`src/rtl/wb_stage.sv`:
```
// wb_stage: writeback stage feeding the register file; retires ALU results and
// waits for multi-cycle load responses, extracting and extending load data.
module wb_stage #(
    parameter int XLEN  = 64,
    parameter int CNT_W = 64
) (
    input  logic             clk,
    input  logic             reset,
    input  logic             in_valid,
    output logic             in_ready,
    input  logic             in_reg_write,
    input  logic [4:0]       in_rd,
    input  logic             in_is_load,
    input  logic [2:0]       in_funct3,
    input  logic [2:0]       in_addr_lo,
    input  logic [XLEN-1:0]  in_result,
    input  logic             flush,
    input  logic             mem_rsp_valid,
    input  logic [63:0]      mem_rsp_data,
    output logic             reg_write,
    output logic [4:0]       rd,
    output logic [XLEN-1:0]  write_data,
    output logic             wb_valid,
    output logic             ld_pend,
    output logic [4:0]       ld_pend_rd,
    output logic             load_err,
    output logic [CNT_W-1:0] retire_count
);
    typedef enum logic {IDLE, WAIT} state_t;
    state_t state, state_nxt;
    logic accept;
    logic [4:0] ld_rd;
    logic [2:0] ld_f3, ld_off;
    logic ld_regw;
    logic [7:0] b;
    logic [15:0] h;
    logic [31:0] w;
    logic [XLEN-1:0] ld_data;

    assign in_ready   = state == IDLE;
    assign accept     = in_valid & in_ready & ~flush;
    assign ld_pend    = state == WAIT;
    assign ld_pend_rd = ld_pend ? ld_rd : 5'd0;

    // Lane selects: low offset bits below the access size are ignored.
    assign b = mem_rsp_data[{ld_off, 3'b000} +: 8];
    assign h = mem_rsp_data[{ld_off[2:1], 4'b0000} +: 16];
    assign w = mem_rsp_data[{ld_off[2], 5'b00000} +: 32];

    always_comb begin
        ld_data = '0;
        case (ld_f3)
            3'b000: ld_data = {{(XLEN-8){b[7]}}, b};
            3'b001: ld_data = {{(XLEN-16){h[15]}}, h};
            3'b010: ld_data = {{(XLEN-32){w[31]}}, w};
            3'b011: ld_data = mem_rsp_data;
            3'b100: ld_data = {{(XLEN-8){1'b0}}, b};
            3'b101: ld_data = {{(XLEN-16){1'b0}}, h};
            3'b110: ld_data = {{(XLEN-32){1'b0}}, w};
            default: ld_data = '0;
        endcase
    end

    always_comb begin
        state_nxt = state;
        if (state == IDLE && accept && in_is_load) state_nxt = WAIT;
        if (state == WAIT && mem_rsp_valid) state_nxt = IDLE;
    end

    always_ff @(posedge clk or posedge reset)
        if (reset) state <= IDLE;
        else state <= state_nxt;

    always_ff @(posedge clk or posedge reset) begin
        if (reset) begin
            reg_write    <= 1'b0;
            rd           <= '0;
            write_data   <= '0;
            wb_valid     <= 1'b0;
            load_err     <= 1'b0;
            ld_rd        <= '0;
            ld_f3        <= '0;
            ld_off       <= '0;
            ld_regw      <= 1'b0;
            retire_count <= '0;
        end else begin
            wb_valid  <= 1'b0;
            reg_write <= 1'b0;
            load_err  <= 1'b0;
            if (accept && !in_is_load) begin
                wb_valid   <= 1'b1;
                reg_write  <= in_reg_write && in_rd != 5'd0;
                rd         <= in_rd;
                write_data <= in_result;
            end else if (state == WAIT && mem_rsp_valid) begin
                wb_valid   <= 1'b1;
                reg_write  <= ld_regw && ld_rd != 5'd0;
                rd         <= ld_rd;
                write_data <= ld_data;
                load_err   <= ld_f3 == 3'b111;
            end
            if (accept && in_is_load) begin
                ld_rd   <= in_rd;
                ld_f3   <= in_funct3;
                ld_off  <= in_addr_lo;
                ld_regw <= in_reg_write;
            end
            if (wb_valid) retire_count <= retire_count + 1'b1;
        end
    end
endmodule

```
`config.mk`:
```
export PLATFORM = sky130hd
export DESIGN_NAME = wb_stage
export DESIGN_NICKNAME = d
export VERILOG_FILES = /design/src/rtl/wb_stage.sv
export SDC_FILE = /design/constraint.sdc
export NUM_CORES = 1
export LEC_CHECK = 0
export ABC_AREA = 1
export ABC_CLOCK_PERIOD_IN_PS = 11000
export CAP_MARGIN = 20
export CORE_MARGIN = 3
export CORE_UTILIZATION = 45
export CTS_BUF_LIST = sky130_fd_sc_hd__clkbuf_4 sky130_fd_sc_hd__clkbuf_8
export DETAILED_ROUTE_END_ITERATION = 7
export PLACE_DENSITY = 0.79
export SKIP_LAST_GASP = 1
export SYNTH_ARGS = -nofsm -noshare
export SYNTH_HDL_FRONTEND = slang
export SYNTH_SLANG_ARGS = --single-unit
```
`constraint.sdc`:
```
create_clock -name clk -period 11 [get_ports clk]
set_input_delay 1.1 -clock clk [delete_from_list [all_inputs] [get_ports clk]]
set_output_delay 1.1 -clock clk [all_outputs]
set_load 0.03 [all_outputs]
```
# Word-level counts from Yosys, hierarchy flattened
# Index checks and enable logic that the tools add are counted.
# classes
add_sub_neg	1
n_eq_ne	7
shift	3
n_mux	14
bitwise	4
n_reduce_logical	13
# ops
cell	n
$pmux W64 S7	1
$mux W64	2
$add A64 B1 Y64 const B	1
$shiftx A64 B7 Y16	1
$shiftx A64 B7 Y32	1
$shiftx A64 B7 Y8	1
$mux W5	3
$eq A3 B3 Y1 const B	4
$reduce_bool A5 Y1	2
$mux W1	8
$logic_and A1 B1 Y1	7
$eq A3 B2 Y1 const B	2
$reduce_bool A2 Y1	2
$eq A3 B1 Y1 const B	1
$logic_not A3 Y1	1
$and A1 B1 Y1	2
$not A1 Y1	2
$logic_not A1 Y1	1
# totals
reg_bits	149

# Logic depth before layout (Yosys ltp)
# Gate-level depths: netlist of run 1.
# depth
depth_word	7
mapped_depth	13
depth_no_buf	11

# Least setup slack after synthesis of run 1
# No wires, ideal clock.
# synth_timing
path_type	reg-to-output
from	reg state (netlist: ld_pend)
to	out ld_pend_rd[0]
t_arrival_ps	954
required_ps	9900
path_slack_ps	8946
path_stages_with_launch	4
n_path_buf	1
path_cell_list	dfrtp_1 > buf_2 > nand2_1 > inv_1
# synth_between
elab_chain_len	1
# synth_rtl
item	line	source
start, declared	30	state_t state, state_nxt;
start signal, assigned	72	else state <= state_nxt;
$mux W5	43	assign ld_pend_rd = ld_pend ? ld_rd : 5'd0;
end, declared	25	output logic [4:0] ld_pend_rd,
# Every way passes these cells.

# Worst setup path after layout of run 1
# layout_timing
from	reg state (netlist: ld_pend)
to	out ld_pend_rd[4]
# The elaborated chain is that of the path after synthesis.

==> flow_summary.json, run 1 <==
{
  "crit_type": "flop to output pin",
  "die_h_um": 153,
  "worstSetupStartpointType": "flop",
  "powerDensity_mw_per_mm2": 147,
  "grt_pass1_wl_um": 52800,
  "endpoint_kind": "output pin",
  "synth_area_per_cell_um2": 6.63,
  "clk_latency_ns": 0.46,
  "n_fill_cell": 1935,
  "coreArea_mm2": 0.0212,
  "grt_pass1_vias": 9913,
  "cts-root-buf": "clkbuf_8",
  "hold_buffers": 0,
  "h-tree-depth": 4,
  "postRouteAntennaNets": 0,
  "seqPwrFrac": 0.363,
  "wire_per_inst_um": 16.7,
  "synth-simple-area-share": 0.418,
  "cts_sinks": 149,
  "ys.flop_type": "dfrtp_1",
  "drtIter0Drc": 885,
  "internal_power_uw": 1140,
  "synth_xor_area_frac": 0.0395,
  "grt_max_degree": 79,
  "critPathMaxFanout": 9,
  "synth_edf_count": 0,
  "route.detailed.drc": 0,
  "routed_wl_um": 33600,
  "period_share": 0.264,
  "antenna_found_initial": 2,
  "hp-class": "flop to flop",
  "clkPwrFrac": 0.232,
  "syn_area_mm2": 0.00973,
  "dieArea_mm2": 0.0234,
  "num_rows": 53,
  "vias": 10300,
  "slew_viol_final": 0,
  "reg2reg_depth": 9,
  "avgViaCountPerCell": 5.11,
  "synth-compound-area-share": 0.0603,
  "switchingPower_uw": 779,
  "cts_tree": "yes",
  "grt_usage": 0.282,
  "finalPower_uw": 1920,
  "dr.pass1.iters": 7,
  "layout_common_cells": "nand2_1, clkdlybuf4s50_1, inv_1, nor2_1, dfrtp_1",
  "clockBufferDepth": 2,
  "final.setup.tns_ns": 0,
  "cap_violations": 0,
  "min_delay_path_depth": 2,
  "comb_power_share": 0.404,
  "dp.final_hpwl_um": 26200,
  "syn_to_final_growth_pct": 34.5,
  "fin_crit_ns": 2.91,
  "hold_viol_final": 0,
  "port_buffers": 288,
  "setup_viol": 0,
  "fmax_ghz": 0.344,
  "status": "completed",
  "cp.required_ns": 9.90,
  "cts_setup_buffers": 0,
  "final_net_count": 1872,
  "ys_seq_area_frac": 0.383,
  "ys_ff_latch": 149,
  "total_leakage_power_uw": 0.00650,
  "ys_async_sr_fraction": 1.00,
  "postCtsResizedCells": 0,
  "drive_gt1_frac": 0.0547,
  "ys_warn_count": 0,
  "relSlewSlack": 0.344,
  "dieWidth_um": 153,
  "clkSlewWorstSetupHoldPaths_ns": 0.09,
  "synth_top_family_by_area": "simple AND/OR/NAND/NOR gates",
  "synth_cells": 1467,
  "antennaDiodeCount": 0,
  "tightest_slew_ns": 0.985,
  "gp_congestion": 0.954,
  "layout_commonest_cell": "nand2_1",
  "vdd_ir_drop_max_mv": 0.0898,
  "grt_setup_unrepaired": "false",
  "clock_skew_ns": 0.0145,
  "synth_fa_ha_area_frac": 0.00129,
  "grt_overflow": 0,
  "synth.distinct_cells": 40,
  "pin_count": 289,
  "synth_mux_area_frac": 0.00116,
  "initial_core_util": 0.460,
  "p_sw_frac": 0.405,
  "cts_buffers": 17,
  "syn_nets": 1614,
  "utilization": 0.618,
  "cp.arrival_ns": 1.81
}
-- worst max-delay path, stage by stage, from the launching register on --
cell             delay [ns]
dfrtp_1                0.52
nand2_1                0.10
inv_1                  0.07
clkdlybuf4s50_1        0.66
-- power groups by stage --
stage	registers, uW	clock network [uW]	logic (uW)
after floorplan	841	0	331
after global routing	710	479	847
final	699	447	778
after CTS	698	456	779
after global placement	707	0	765
after detailed placement	705	0	776
-- kinds of logic after synthesis --
logic type	Yosys count
adders and majority gates	1
and+or+nand+nor	956
buffers and inverters	215
xor gates and xnor gates	43
AOI/OAI and AO/OA	102
muxes	1
DFF	149
-- final timing paths --
kind | startpoint | endpoint | slack (ns)
max | ld_pend | ld_pend_rd[4] | 8.09
min | retire_count[63] | retire_count[63] | 0.50
max reg2reg | ld_off[2] | write_data[52] | 8.37
min reg2reg | retire_count[63] | retire_count[63] | 0.50
max in group asynchronous | reset | write_data[39] | 8.44
min in group asynchronous | reset | retire_count[10] | 1.12
-- state kept, by name, indices dropped and copies added (netlist names) --
signal        cells
ld_off            3
retire_count     64
ld_regw           1
wb_valid          1
load_err          1
rd                5
ld_f3             3
ld_pend           1
reg_write         1
write_data       64
ld_rd             5
-- cell type report --
type | instances | area (um2) | area share
Clock inverter | 13 | 150 | 0.0115
Tap cell | 275 | 344 | 0.0263
Timing Repair Buffer | 294 | 2930 | 0.224
Multi-Input combinational cell | 1103 | 5070 | 0.388
Clock buffer | 19 | 255 | 0.0195
Inverter | 160 | 606 | 0.0463
Sequential cell | 149 | 3730 | 0.285
-- per-stage QoR --
step	area, um2	std cells	hold slack, ns	setup slack [ns]
floorplan	9730	1467	0.475	5.89
global placement	12700	1981	0.473	7.73
detailed placement	12700	1981	0.486	7.67
CTS	13100	2013	0.508	8.06
global route	13100	2013	0.531	7.94
finish	13100	2013	0.498	8.09
-- per-layer routing --
metal  up-vias  share of wire  track usage  wire, um
met1      4758           0.41        0.365     13700
met3        63          0.081       0.0711      2740
met4         4          0.024       0.0793       804
met2       441           0.49        0.472     16300
met5         -        0.00074            0        25
li1       5024              -            -         -
-- Yosys cell counts, types with 8 or more instances --
cell	instances	area (um2)
nand3_1	85	425
nand3_2	13	130
o21ai_0	53	265
a21oi_1	22	110
clkbuf_1	8	30.0
nand2_1	637	2390
inv_1	155	582
nand4_1	16	100
xnor2_1	19	166
buf_4	9	67.6
dfrtp_1	149	3730
buf_2	25	125
xor2_1	23	201
nor2_2	11	68.8
o211ai_1	11	82.6
and2_1	8	50.1
nand3b_1	11	82.6
nor2_1	149	559
Power figures use the tool's default switching activity.
==> run 2: changes to the inputs <==
- ABC_CLOCK_PERIOD_IN_PS: 11000 -> 2700
- clock period: 11 -> 2.7 ns (I/O delays scaled with it)
==> run 2 against run 1 <==
Effect of this change: register-to-register slack got worse by 7.8 ns; total power rose to 4.1 times the previous value; clock-buffer cell count is 1 lower; core utilization grew 0.54 points; via count rose by 2.2%; global-route usage rose by 1.6 points; critical path depth increased by 6; largest cell class unchanged; largest power group unchanged; highest routed layer unchanged.
==> flow_summary.json, run 2 (synthesized netlist as in run 1, its figures left out) <==
{
  "status": "completed",
  "vdd_ir_drop_max_mv": 0.317,
  "antennaDiodeCount": 0,
  "postRouteAntennaNets": 0,
  "clockBufferDepth": 2,
  "n_fill_cell": 1986,
  "multi_input_area_mm2": 0.00507,
  "drtIter0Drc": 714,
  "seqPwrFrac": 0.366,
  "hold_viol_final": 0,
  "drive_gt1_frac": 0.0606,
  "final_net_count": 1883,
  "worstSetupStartpointType": "flop",
  "grt_pass1_wl_um": 55300,
  "cts_sinks": 149,
  "routed_wl_um": 35200,
  "h-tree-depth": 4,
  "die_h_um": 153,
  "clk_latency_ns": 0.48,
  "worst_hold_slack_ns": 0.221,
  "syn_to_final_growth_pct": 35.7,
  "clkSlewWorstSetupHoldPaths_ns": 0.11,
  "switchingPower_uw": 3290,
  "top_layer": "met5",
  "reg_top3": "retire_count (64), write_data (64)",
  "grt_pass1_vias": 10200,
  "cap_violations": 0,
  "coreArea_mm2": 0.0212,
  "pin_count": 289,
  "layout_common_cells": "nand2_1, clkdlybuf4s50_1, inv_1, nor2_1, dfrtp_1",
  "cts_buffers": 17,
  "fin_crit_ns": 2.11,
  "dr.pass1.iters": 5,
  "grt_overflow": 0,
  "critPathMaxFanout": 15,
  "total_leakage_power_uw": 0.00656,
  "fin_cells": 2024,
  "crit_type": "flop to flop",
  "grt_setup_unrepaired": "false",
  "cts_setup_buffers": 0,
  "vias": 10500,
  "final_area_mm2": 0.0132,
  "cts-root-buf": "clkbuf_8",
  "relSlewSlack": 0.544,
  "avgViaCountPerCell": 5.19,
  "dieArea_mm2": 0.0234,
  "clkPwrFrac": 0.226,
  "port_buffers": 288,
  "wire_per_inst_um": 17.4,
  "route.detailed.drc": 0,
  "powerDensity_mw_per_mm2": 598,
  "dp.final_hpwl_um": 27500,
  "placed_area_mm2": 0.0128,
  "p_sw_frac": 0.417,
  "slew_viol_final": 0,
  "wl_met3_um": 3100,
  "cp.arrival_ns": 2.52,
  "initial_core_util": 0.460,
  "clock_skew_ns": 0.0240,
  "layout_commonest_cell": "nand2_1",
  "endpoint_kind": "flop",
  "seq_area_mm2": 0.00373,
  "postCtsResizedCells": 0,
  "met2_length_um": 16300,
  "tightest_slew_ns": 0.685,
  "num_rows": 53,
  "hold_buffers": 0,
  "setup_viol": 0,
  "grt_max_degree": 102,
  "dieWidth_um": 153,
  "gp_congestion": 1.01,
  "hp-class": "input port to asynchronous set/reset pin",
  "finalPower_uw": 7890,
  "cts_tree": "yes",
  "antenna_found_initial": 2,
  "wl_met1_um": 14500,
  "grt_usage": 0.298,
  "placed_cells": 1992,
  "final.setup.tns_ns": 0,
  "internal_power_uw": 4600,
  "cp.required_ns": 3.11,
  "period_share": 0.782,
  "fmax_ghz": 0.474,
  "comb_power_share": 0.408
}
## run 2: cell types whose count changed in the layout (fill, tap and decap cells not counted)
cell,change
buf_12,+4
buf_4,+7
bufinv_16,-1
clkbuf_4,-1
clkinv_2,-2
clkinvlp_4,+2
inv_6,+3
inv_8,-1
## run 2: power by group through the flow
stage | logic, uW | registers (uW) | clock network [uW]
floorplan | 1350 | 3430 | 0
global placement | 3160 | 2920 | 0
detailed placement | 3210 | 2910 | 0
CTS | 3220 | 2880 | 1800
global route | 3510 | 2930 | 1910
finish | 3220 | 2890 | 1780
## run 2: area by class of cell
cell class	count	share of cell area
clock buffer	18	0.0188
clock inverter	14	0.0107
inverter	160	0.0458
multi-input combinational	1103	0.384
sequential	149	0.283
tap	275	0.0261
timing repair buffer	305	0.232
## run 2: metal layers
metal  global-route usage  up-vias
li1                     -     5057
met1                0.390     4864
met2                0.488      499
met3               0.0648       88
met4                0.109        4
met5                    0        -
## run 2: path summary, 6_finish.rpt
path | to | slack [ns] | start | cells past startpoint
setup reg to reg | write_data[18] | 0.59 | ld_f3[0] | 9
max in group asynchronous | write_data[21] | 1.89 | reset | 3
hold / removal | write_data[13] | 0.22 | reset | 3
setup / recovery | write_data[18] | 0.59 | ld_f3[0] | 9
hold reg to reg | retire_count[31] | 0.52 | retire_count[31] | 1
min in group clk | write_data[8] | 0.35 | in_result[8] | 3
## run 2: through the flow
stage          setup WS (ns)   util
2_1_floorplan          0.555      -
3_3_place_gp           0.710  0.605
3_5_place_dp           0.655  0.605
4_1_cts                0.594  0.624
5_1_grt                0.468  0.624
6_report               0.590  0.624
## run 2: worst max-delay path, stage by stage (launching register included)
cell	delay, ns
dfrtp_1	0.42
inv_1	0.10
nand2_1	0.31
o21ai_2	0.64
nand2_1	0.13
nand2_1	0.14
inv_1	0.06
nand3_1	0.07
nand2_1	0.09
nand2_1	0.08
==> patch 1 (settings of run 2) <==
Register the output `retire_count` once more, with the module's reset; this adds one clock of latency there. The other outputs are not delayed to match.
--- a/src/rtl/wb_stage.sv
+++ b/src/rtl/wb_stage.sv
@@ -28,4 +28,6 @@
 );
     typedef enum logic {IDLE, WAIT} state_t;
+
+    logic [CNT_W-1:0] retire_count_s0;
     state_t state, state_nxt;
     logic accept;
@@ -83,5 +85,5 @@
             ld_off       <= '0;
             ld_regw      <= 1'b0;
-            retire_count <= '0;
+            retire_count_s0 <= '0;
         end else begin
             wb_valid  <= 1'b0;
@@ -106,7 +108,15 @@
                 ld_regw <= in_reg_write;
             end
-            if (wb_valid) retire_count <= retire_count + 1'b1;
+            if (wb_valid) retire_count_s0 <= retire_count_s0 + 1'b1;
         end
     end
+    always_ff @(posedge clk or posedge reset) begin
+        if (reset) begin
+            retire_count <= '0;
+        end else begin
+            retire_count <= retire_count_s0;
+        end
+    end
+
 endmodule
 
Function: changed (Yosys sat finds a counterexample within 4 cycles, from zero or initial values and one cycle with reset high).
==> patch 1 against run 2 <==
  * Area after synthesis increased by 17%
  * Final cell count increased by 6.5%
  * Global-route usage down 1.7 points
  * Worst setup slack lost 0.066 ns
  * Largest cell class is now registers
  * Final area is 16% higher
  * Total power grew 29%
  * Clock skew up 0.0031 ns
  * Critical path type is now register to primary output
  * Sequential cell count rose by 64
  * Critical path depth is 5 lower
  * Maximum frequency decreased by 3.1%
  * Count of clock-buffer cells in the layout increased by 34
  * Die area up 16%
  * Wire length grew 7.4%
==> patch 1: results (changes against run 2) <==
Data buffer area share=0.205 (-0.0271); global-route track usage on met2=0.425 (-0.0631); Post-Place Setup Slack=0.203 ns (-0.452 ns); DR WL/cell=17.5 um (+0.90%); ClkCell Share=0.0526 (+0.0231); adder-cell share of the synthesized area=0.00110 (-0.000183); first-pass GRT wire length=59700 um (+7.9%); fraction of the mapped netlist area in compound gates=0.0690 (+0.00871); hold_ws=0.196 ns (-0.0252 ns); initial antenna violation count=4 (+2); flop2flop setup slack=0.72 ns (+0.13 ns); Leak=0.00721 uW (+10%); H-tree level count=2 (-2); clock latency on the worst-skew pair=0.55 ns (+0.07 ns); number of global-route vias before repair=10800 (+6.6%); crit-path max cell delay=0.70 ns (+0.06 ns); Gate Count Post-Synth=1512 (+3.1%); Sw Pwr=3500 uW (+6.6%); reg2reg end=write_data[25]; clock network power share=0.318 (+0.092); biggest regs=retire_count x64, retire_count_s0 x64, write_data x64; status=finished, final reports clean; CTS clock-pin slew for the worst setup and hold paths=0.06 ns (-0.05 ns); sequential share of the synthesized area=0.470 (+0.0865); area post-placement=14500 um2 (+13%); Max IR drop VDD=485 uV (+53%); seq_cells=213 (+43%); fin nets=1948 (+3.5%); Fillers=2209 (+11%); met2 WL=16700 um (+2.3%); inverters=112 (-30%); mux contribution to synthesized area=0.000993 (-0.000165); Gate power share=0.302 (-0.106); Synth Area in XOR/XNOR=0.0263 (-0.0132); Pint=6650 uW (+45%); largest net degree at the start of global routing=70 (-31%); CP max FO=11 (-4)
[patch 1: cell count changes in the layout (fill, tap and decap cells not counted), sizes merged, moves of 7 or more]
cell,change
nand2,-41
dfrtp,+64
inv,-52
o22ai,+7
clkbuf,+34
a21oi,-7
xor2,-7
nand3,+53
o21ai,+23
[patch 1: how the worst max path moves through the flow]
stage	cells after the start	slack (ns)	from	end
detailed placement	10	0.20	flush	write_data[26]
global placement	10	0.28	flush	write_data[28]
CTS	4	0.49	ld_pend	ld_pend_rd[1]
finish	4	0.52	ld_pend	ld_pend_rd[1]
global route	4	0.41	ld_pend	ld_pend_rd[2]
floorplan	1	-0.34	reset	ld_f3[0]
[patch 1: worst max-delay path, delay by kind of cell (launching register included)]
kind,cells,cell delay [ns]
buffers and inverters,3,0.97
flip-flops,1,0.35
AND/OR/NAND/NOR,1,0.06
==> patch 2 (flow settings as in run 2) <==
Without the edit above. Set the parameter `CNT_W` to 128 (it was 64).
--- a/src/rtl/wb_stage.sv
+++ b/src/rtl/wb_stage.sv
@@ -3,5 +3,5 @@
 module wb_stage #(
     parameter int XLEN  = 64,
-    parameter int CNT_W = 64
+    parameter int CNT_W = 128
 ) (
     input  logic             clk,
Interface: changed (resized retire_count); port bits go from 289 to 353. No check against the original RTL was run, so the function may have changed too.
==> patch 2 against run 2 <==
  * Worst setup slack worse by 0.26 ns
  * Largest cell class unchanged
  * Maximum frequency is 11% lower
  * Wire length rose by 57%
  * Sequential cell count is 64 higher
  * Register-to-register slack worse by 0.11 ns
  * Via count is 42% higher
  * Area after synthesis is 40% higher
  * Highest routed layer is now met4
  * Final area up 41%
  * Combinational power about the same
  * Clock power grew 110%
  * Total power is 36% higher
==> patch 2: results (changes against run 2) <==
WL met1=20400 um (+40%); Leak=0.00824 uW (+26%); DRT Wirelength=55100 um (+57%); fraction of the mapped netlist area in compound gates=0.0920 (+0.0317); syn avg cell area=6.95 um2 (+4.9%); Max IR drop VDD=580 uV (+83%); hold_ws=0.159 ns (-0.0622 ns); Setup crit start=wb_valid; Num CTS Buffers=40 (+23); delay-heaviest family, CP=buffers and inverters; status=finished, final reports clean; DR pass1 iterations=6 (+1); Yosys cell types=43 (+7.5%); fin nets=2474 (+31%); first-pass GRT wire length=84200 um (+52%); Post-DP HPWL=44100 um (+60%); synth cell count leaders=nand2_1 (632), nor2_1 (287), inv_1 (220); H-tree level count=2 (-2); GRT Overall Usage=0.328 (+0.0301); I/O Buffers=352 (+22%); biggest regs=retire_count x128, write_data x64; Setup Skew=0.0302 ns (+0.00618 ns); met1 Resource Use GR=0.394 (+0.00396); final period demand of the worst path=2.37 ns (+0.262 ns); CP max stage cell=clkdlybuf4s50_1; Synth area leaders=dfrtp_1 (39%), nand2_1 (17%), nor2_1 (7.9%), inv_1 (6.0%), nand3_1 (4.7%); area post-placement=17700 um2 (+38%); met3 WL=5720 um (+85%); ratio of cells with drive above 1 in the final layout=0.0696 (+0.00903); CP max FO=9 (-6); syn nets=2110 (+31%); First DRT Iteration DRCs=1490 (+110%); Clock Tree Buf Depth=3 (+1); met3 GRT Util=0.0824 (+0.0175); mux contribution to synthesized area=0.00156 (+0.000400); top sig layer=met4; placed cells=2675 (+34%); flop2flop setup slack=0.48 ns (-0.11 ns); largest net degree at the start of global routing=72 (-29%); Slew HR=0.561 (+0.0173); vias=14900 (+42%); placer's final routability congestion estimate=1.01 (-0.14%); sequential share of the synthesized area=0.390 (+0.00709); Synth Area in XOR/XNOR=0.0615 (+0.0220); reg2reg start=retire_count[0]; clock latency on the worst-skew pair=0.56 ns (+0.08 ns)
patch 2: cell count changes after synthesis, sizes merged, moves of 16 or more:
| cell | run 2 | this run |
|---|---|---|
| dfrtp | 149 | 213 |
| xnor2 | 19 | 57 |
| o211ai | 11 | 27 |
| o22ai | 1 | 21 |
| a22o | 0 | 55 |
| nor2 | 168 | 322 |
| inv | 160 | 228 |
| nand4 | 16 | 38 |
| nand3 | 99 | 128 |
patch 2: power breakdown:
| part | switching (uW) | leakage (uW) | internal [uW] |
|---|---|---|---|
| Clock | 1470 | 0.000481 | 2200 |
| Sequential | 320 | 0.00286 | 3530 |
| Combinational | 1900 | 0.00491 | 1330 |
| Total | 3690 | 0.00824 | 7060 |
patch 2: final cells by class:
type	count	area, um2
Fill cell	2744	11200
Timing Repair Buffer	378	3790
Sequential cell	213	5330
Antenna cell	1	2.50
Tap cell	390	488
Clock inverter	10	155
Clock buffer	60	769
Inverter	229	863
Multi-Input combinational cell	1465	7180
